$ cat src/rtl/sandpile_frame_buffer_if.sv
// Simulator-to-frame-buffer cell-write channel (valid/ready with last marker).
interface sandpile_frame_buffer_if #(
  parameter int COORD_W = 5
);
  logic               wr_valid_i;
  logic               wr_ready_o;
  logic [COORD_W-1:0] wr_x;
  logic [COORD_W-1:0] wr_y;
  logic [2:0]         wr_data;
  logic               wr_last_i;

  modport master (output wr_valid_i, wr_x, wr_y, wr_data, wr_last_i, input wr_ready_o);
  modport slave  (input wr_valid_i, wr_x, wr_y, wr_data, wr_last_i, output wr_ready_o);
endinterface

$ cat src/rtl/sandpile_frame_buffer.sv
// Sandpile cell frame buffer: simulator writes snapshots, renderer reads with 1-cycle latency.
// Define SANDPILE_FB_DOUBLE_BUFFER_EN for two banks swapped on frame start; default is one bank.
module sandpile_frame_buffer #(
  parameter int MAX_SIZE = 32,
  parameter int COORD_W  = $clog2(MAX_SIZE)
) (
  input  logic                   clk,
  input  logic                   rst_n,
  input  logic                   new_frame_i,
  input  logic [8:0]             resolution,
  sandpile_frame_buffer_if.slave wr,
  input  logic [COORD_W-1:0]     stack_addr_x,
  input  logic [COORD_W-1:0]     stack_addr_y,
  output logic [2:0]             stack_data,
  output logic                   new_data
);
  localparam int DEPTH  = MAX_SIZE * MAX_SIZE;
  localparam int ADDR_W = $clog2(DEPTH);

  typedef enum logic {FILL = 1'b0, PEND = 1'b1} state_t;

  state_t            state, state_nxt;
  logic              swap, wr_fire, wr_hit, rd_hit, visible;
  logic [9:0]        eff;
  logic [ADDR_W-1:0] wr_addr, rd_addr;
  logic [2:0]        rd_cell;

  function automatic logic [ADDR_W-1:0] cell_addr(input logic [COORD_W-1:0] x,
                                                  input logic [COORD_W-1:0] y);
    return ADDR_W'(32'(y) * 32'(MAX_SIZE) + 32'(x));
  endfunction

  function automatic logic in_range(input logic [COORD_W-1:0] x,
                                    input logic [COORD_W-1:0] y,
                                    input logic [9:0]         e);
    return (32'(x) < 32'(e)) && (32'(y) < 32'(e));
  endfunction

  assign eff = (32'(resolution) > 32'(MAX_SIZE)) ? 10'(MAX_SIZE) : 10'(resolution);

  assign wr.wr_ready_o = (state == FILL);
  assign wr_fire       = wr.wr_valid_i & wr.wr_ready_o;
  assign wr_hit        = wr_fire & in_range(wr.wr_x, wr.wr_y, eff);
  assign rd_hit        = visible & in_range(stack_addr_x, stack_addr_y, eff);
  assign wr_addr       = cell_addr(wr.wr_x, wr.wr_y);
  assign rd_addr       = cell_addr(stack_addr_x, stack_addr_y);

  always_comb begin
    state_nxt = state;
    swap      = 1'b0;
    case (state)
      FILL: if (wr_fire && wr.wr_last_i) state_nxt = PEND;
      PEND: if (new_frame_i) begin
        state_nxt = FILL;
        swap      = 1'b1;
      end
      default: state_nxt = FILL;
    endcase
  end

  // visible only rises on a swap, so stale memory after power-up stays masked
  always_ff @(posedge clk or negedge rst_n) begin
    if (!rst_n) begin
      state    <= FILL;
      visible  <= 1'b0;
      new_data <= 1'b0;
    end else begin
      state    <= state_nxt;
      new_data <= swap;
      if (swap) visible <= 1'b1;
    end
  end

`ifdef SANDPILE_FB_DOUBLE_BUFFER_EN
  logic       rd_bank;
  logic [2:0] mem [2][DEPTH];

  always_ff @(posedge clk or negedge rst_n) begin
    if (!rst_n) rd_bank <= 1'b0;
    else        rd_bank <= rd_bank ^ swap;
  end

  // swap and writes are exclusive in time (PEND vs FILL), so ~rd_bank is stable per snapshot
  always_ff @(posedge clk) begin
    if (wr_hit) mem[~rd_bank][wr_addr] <= wr.wr_data;
  end

  assign rd_cell = mem[rd_bank][rd_addr];
`else
  logic [2:0] mem [DEPTH];

  always_ff @(posedge clk) begin
    if (wr_hit) mem[wr_addr] <= wr.wr_data;
  end

  assign rd_cell = mem[rd_addr];
`endif

  always_ff @(posedge clk or negedge rst_n) begin
    if (!rst_n) stack_data <= 3'd0;
    else        stack_data <= rd_hit ? rd_cell : 3'd0;
  end
endmodule

$ cat src/flat_wrapper.sv
// flat-port wrapper written by rule: the top's interface ports become plain ports
module sandpile_frame_buffer_flat 
#(
  parameter int MAX_SIZE = 32,
  parameter int COORD_W  = $clog2(MAX_SIZE)
)
  (clk, rst_n, new_frame_i, resolution, stack_addr_x, stack_addr_y, stack_data, new_data, wr_wr_valid_i, wr_wr_x, wr_wr_y, wr_wr_data, wr_wr_last_i, wr_wr_ready_o);
  sandpile_frame_buffer_if #(.COORD_W(COORD_W)) wr_i ();
  input  logic clk;
  input  logic rst_n;
  input  logic new_frame_i;
  input  logic [8:0] resolution;
  input  logic [COORD_W-1:0] stack_addr_x;
  input  logic [COORD_W-1:0] stack_addr_y;
  output logic [2:0] stack_data;
  output logic new_data;
  input wire logic [$bits(wr_i.wr_valid_i)-1:0] wr_wr_valid_i;
  input wire logic [$bits(wr_i.wr_x)-1:0] wr_wr_x;
  input wire logic [$bits(wr_i.wr_y)-1:0] wr_wr_y;
  input wire logic [$bits(wr_i.wr_data)-1:0] wr_wr_data;
  input wire logic [$bits(wr_i.wr_last_i)-1:0] wr_wr_last_i;
  output wire logic [$bits(wr_i.wr_ready_o)-1:0] wr_wr_ready_o;
  assign wr_i.wr_valid_i = wr_wr_valid_i;
  assign wr_i.wr_x = wr_wr_x;
  assign wr_i.wr_y = wr_wr_y;
  assign wr_i.wr_data = wr_wr_data;
  assign wr_i.wr_last_i = wr_wr_last_i;
  assign wr_wr_ready_o = wr_i.wr_ready_o;
  sandpile_frame_buffer #(.MAX_SIZE(MAX_SIZE), .COORD_W(COORD_W)) u_core (.clk(clk), .rst_n(rst_n), .new_frame_i(new_frame_i), .resolution(resolution), .wr(wr_i), .stack_addr_x(stack_addr_x), .stack_addr_y(stack_addr_y), .stack_data(stack_data), .new_data(new_data));
endmodule
$ cat config.mk
export PLATFORM = sky130hd
export DESIGN_NAME = sandpile_frame_buffer_flat
export DESIGN_NICKNAME = d
export VERILOG_FILES = /design/src/rtl/sandpile_frame_buffer_if.sv /design/src/rtl/sandpile_frame_buffer.sv /design/src/flat_wrapper.sv
export SDC_FILE = /design/constraint.sdc
export NUM_CORES = 2
export LEC_CHECK = 0
export ABC_AREA = 1
export CAP_MARGIN = 20
export CORE_MARGIN = 2
export CORE_UTILIZATION = 32
export DETAILED_ROUTE_END_ITERATION = 16
export PLACE_DENSITY = 0.5
export SLEW_MARGIN = 20
export SYNTH_ARGS = -nofsm -noshare
export SYNTH_HDL_FRONTEND = slang
export SYNTH_SLANG_ARGS = --single-unit
export TNS_END_PERCENT = 5
$ cat constraint.sdc
create_clock -name clk -period 2.1 [get_ports clk]
set_clock_uncertainty 0.15 [all_clocks]
set_input_delay 0.21 -clock clk [delete_from_list [all_inputs] [get_ports clk]]
set_output_delay 0.21 -clock clk [all_outputs]
set_load 0.03 [all_outputs]
==> flow_metrics.env <==
export IMPL_power_density_nw_per_um2=880
export IMPL_vdd_drop_max_uv=676
export IMPL_grt_antenna_before_repair=17
export IMPL_finalCriticalPeriod_ps=2400
export IMPL_placed_area_sq_um=142000
export IMPL_busiest_layer="met2"
export IMPL_tightest_slew_ps=769
export IMPL_route_detailed_drc=0
export IMPL_dr_pass1_iters=6
export IMPL_grt_pass1_vias=89500
export IMPL_finalHoldViolations=0
export IMPL_hold_path_class="in2reg"
export IMPL_drt_iter0_markers=9638
export IMPL_violations="negative setup slack"
export IMPL_final_cell_area_sq_um=157000
export IMPL_fmax_mhz=416
export IMPL_cts_buffers=342
export IMPL_fin_util=0.393
export IMPL_grt_setup_unrepaired="true"
export IMPL_synthCells=11300
export IMPL_setup_tns_final_ps=-452780
export IMPL_grt_first_pass_wirelength_um=603000
export IMPL_min_period_over_period=1.15
export IMPL_layout_commonest_cell="nand2_1"
export IMPL_power_leakage_nw=53.5
export IMPL_n_fill_cell=37900
export IMPL_layout_common_cells="3080 x nand2_1, 3072 x edfxtp_1, 2921 x nand3_1"
export IMPL_start_util=0.322
export IMPL_gp_routability_congestion=0.866
export IMPL_ctsLongestPathBuffers=4
export IMPL_die_w_um=637
export IMPL_dieArea_sq_um=406000
export IMPL_max_cap_violations=0
export IMPL_use_met3=0.0242
export IMPL_die_y_um=637
export IMPL_vias=90100
export IMPL_cp_end_kind="flop"
export IMPL_ios=42
export IMPL_routed_wl_um=422000
export IMPL_netlist_area_sq_um=128000
export IMPL_setup_ws_ps=-305
export IMPL_synth_area_per_cell_sq_um=11.3
export IMPL_synth_seq_area_share=0.720
export IMPL_layout_area_overhead_vs_synth_pct=22.1
export IMPL_clk_latency_ps=960
export IMPL_syn_nets=11400
export IMPL_grt_usage=0.201
export IMPL_cts_tree="yes"
export IMPL_clock_sinks=3078
export IMPL_drtAntennaViolNets=0
export IMPL_synth_warnings=0
export IMPL_via_per_inst=5.22
export IMPL_crit_required_ps=2560
export IMPL_worstSetupPathType="in2reg"
export IMPL_core_area_sq_um=399000
export IMPL_synth_distinct_cells=29
export IMPL_slew_viol_final=0
export IMPL_hold_ws_ps=145
export IMPL_cts_root_buf="clkbuf_16"
export IMPL_drive_gt1_frac=0.151
export IMPL_clk_pin_slew_ps=50
export IMPL_use_met2=0.336
export IMPL_grt_overflow=0
export IMPL_worstPathArrival_ps=2860
export IMPL_relSlewSlack=0.487
export IMPL_setup_viol=3001
export IMPL_avgRoutedWirePerCell_um=24.5
export IMPL_cp_start_kind="primary input"
export IMPL_nets=11800
export IMPL_grt_max_degree=96
export IMPL_ys_seq_elements=3078
export IMPL_rows=232
export IMPL_status="finished with violations"
export IMPL_htreeDepth=5
export IMPL_crit_fanout=6
export IMPL_hpwlAfterDp_um=260000
export IMPL_io_buffers=41
export IMPL_grtUsageMet1=0.270
## worst max-delay path, stage by stage
cell and delay (ps):
clkdlybuf4s50_1 600, ha_4 260, a21oi_4 160, o21ai_1 90, a21oi_1 140, and3_4 260, buf_12 110, buf_12 120
buf_12 140, buf_8 110, nand3_4 90, buf_12 200, buf_16 200, nor2_4 140
## area by class of cell
class	instances	area [sq um]	area share
Clock inverter	201	2200	0.0140
Sequential cell	3078	92400	0.589
Timing Repair Buffer	900	11600	0.0741
Multi-Input combinational cell	7340	34800	0.222
Inverter	43	220	0.00140
Antenna cell	6	15.0	0.0000957
Tap cell	5265	6590	0.0420
Clock buffer	415	9040	0.0577
## cell usage after synthesis
master | count | share of area
a21oi_1 | 15 | 0.00058
and3_1 | 1 | 0.000049
buf_1 | 97 | 0.0028
buf_12 | 1 | 0.00016
buf_2 | 225 | 0.0088
buf_6 | 43 | 0.0038
buf_8 | 2 | 0.00023
clkbuf_1 | 510 | 0.015
clkinv_1 | 3 | 0.000088
dfrtp_1 | 6 | 0.0012
edfxtp_1 | 3072 | 0.72
ha_1 | 16 | 0.0016
inv_1 | 38 | 0.0011
inv_2 | 2 | 0.000058
nand2_1 | 3087 | 0.090
nand2_2 | 1 | 0.000049
nand3_1 | 3010 | 0.12
nand3_2 | 16 | 0.0012
nand3_4 | 10 | 0.0014
nand3b_1 | 1 | 0.000058
nand4_1 | 4 | 0.00019
nand4_4 | 4 | 0.00066
nor2_1 | 1104 | 0.032
nor2_4 | 1 | 0.000088
nor3_1 | 12 | 0.00047
o21ai_0 | 40 | 0.0016
o21ai_1 | 3 | 0.00012
o21ai_2 | 1 | 0.000068
o22ai_1 | 14 | 0.00068
## power by group
group / internal [W] / leakage [nW] / switching (W)
Combinational: 0.00314 / 20.4 / 0.00670
Sequential: 0.0676 / 27.7 / 0.0000276
Clock: 0.0361 / 5.45 / 0.0244
## logic make-up after synthesis
| kind of cell | share of synthesized area |
|---|---|
| compound gates | 0.00301 |
| buf+inv | 0.0319 |
| simple gates | 0.244 |
| fa+ha+maj | 0.00156 |
| flops | 0.720 |
## through the flow
step / setup WS, ps / power [W] / std cells
6_report: -305 / 0.138 / 17200
5_1_grt: -325 / 0.142 / 17200
4_1_cts: -220 / 0.139 / 17200
3_5_place_dp: -1640 / 0.0784 / 16600
3_3_place_gp: -1860 / 0.0783 / 16600
2_1_floorplan: -560 / 0.0731 / 11300
## per-layer routing
metal / wire [um] / up-vias / part of all wire
li1: - / 40700 / -
met1: 177000 / 45200 / 0.42
met2: 201000 / 3426 / 0.48
met3: 29200 / 661 / 0.069
met4: 15100 / 2 / 0.036
met5: 11 / - / 0.000026
## flip-flops by register name, summed over array words and instances, names as in the netlist
name and count:
u_core.stack_data 3, u_core.state 1, u_core.visible 1, u_core.mem 3072, u_core.new_data 1
## path summary, 6_finish.rpt
| kind | from | to | slack (ps) | cells past startpoint |
|---|---|---|---|---|
| worst max register to register | u_core.mem[767][2] | u_core.stack_data[2] | -150 | 13 |
| worst min-delay path | wr_wr_data[1] | u_core.mem[444][1] | 150 | 2 |
| worst max-delay path | wr_wr_x[3] | u_core.mem[437][2] | -300 | 14 |
| min in group asynchronous | rst_n | u_core.state | 570 | 4 |
| worst min register to register | u_core.state | u_core.visible | 350 | 2 |
| max in group asynchronous | rst_n | u_core.stack_data[2] | 980 | 4 |
## timing repair
item	4_1_cts	5_1_grt
hold endpoints to repair	2477	0
hold buffers	10	0
setup buffers	28	8
gates cloned	14	3
setup endpoints to repair	3080	3056
pin swaps	23	29
gates resized for setup	491	258
Power figures use the tool's default switching activity.
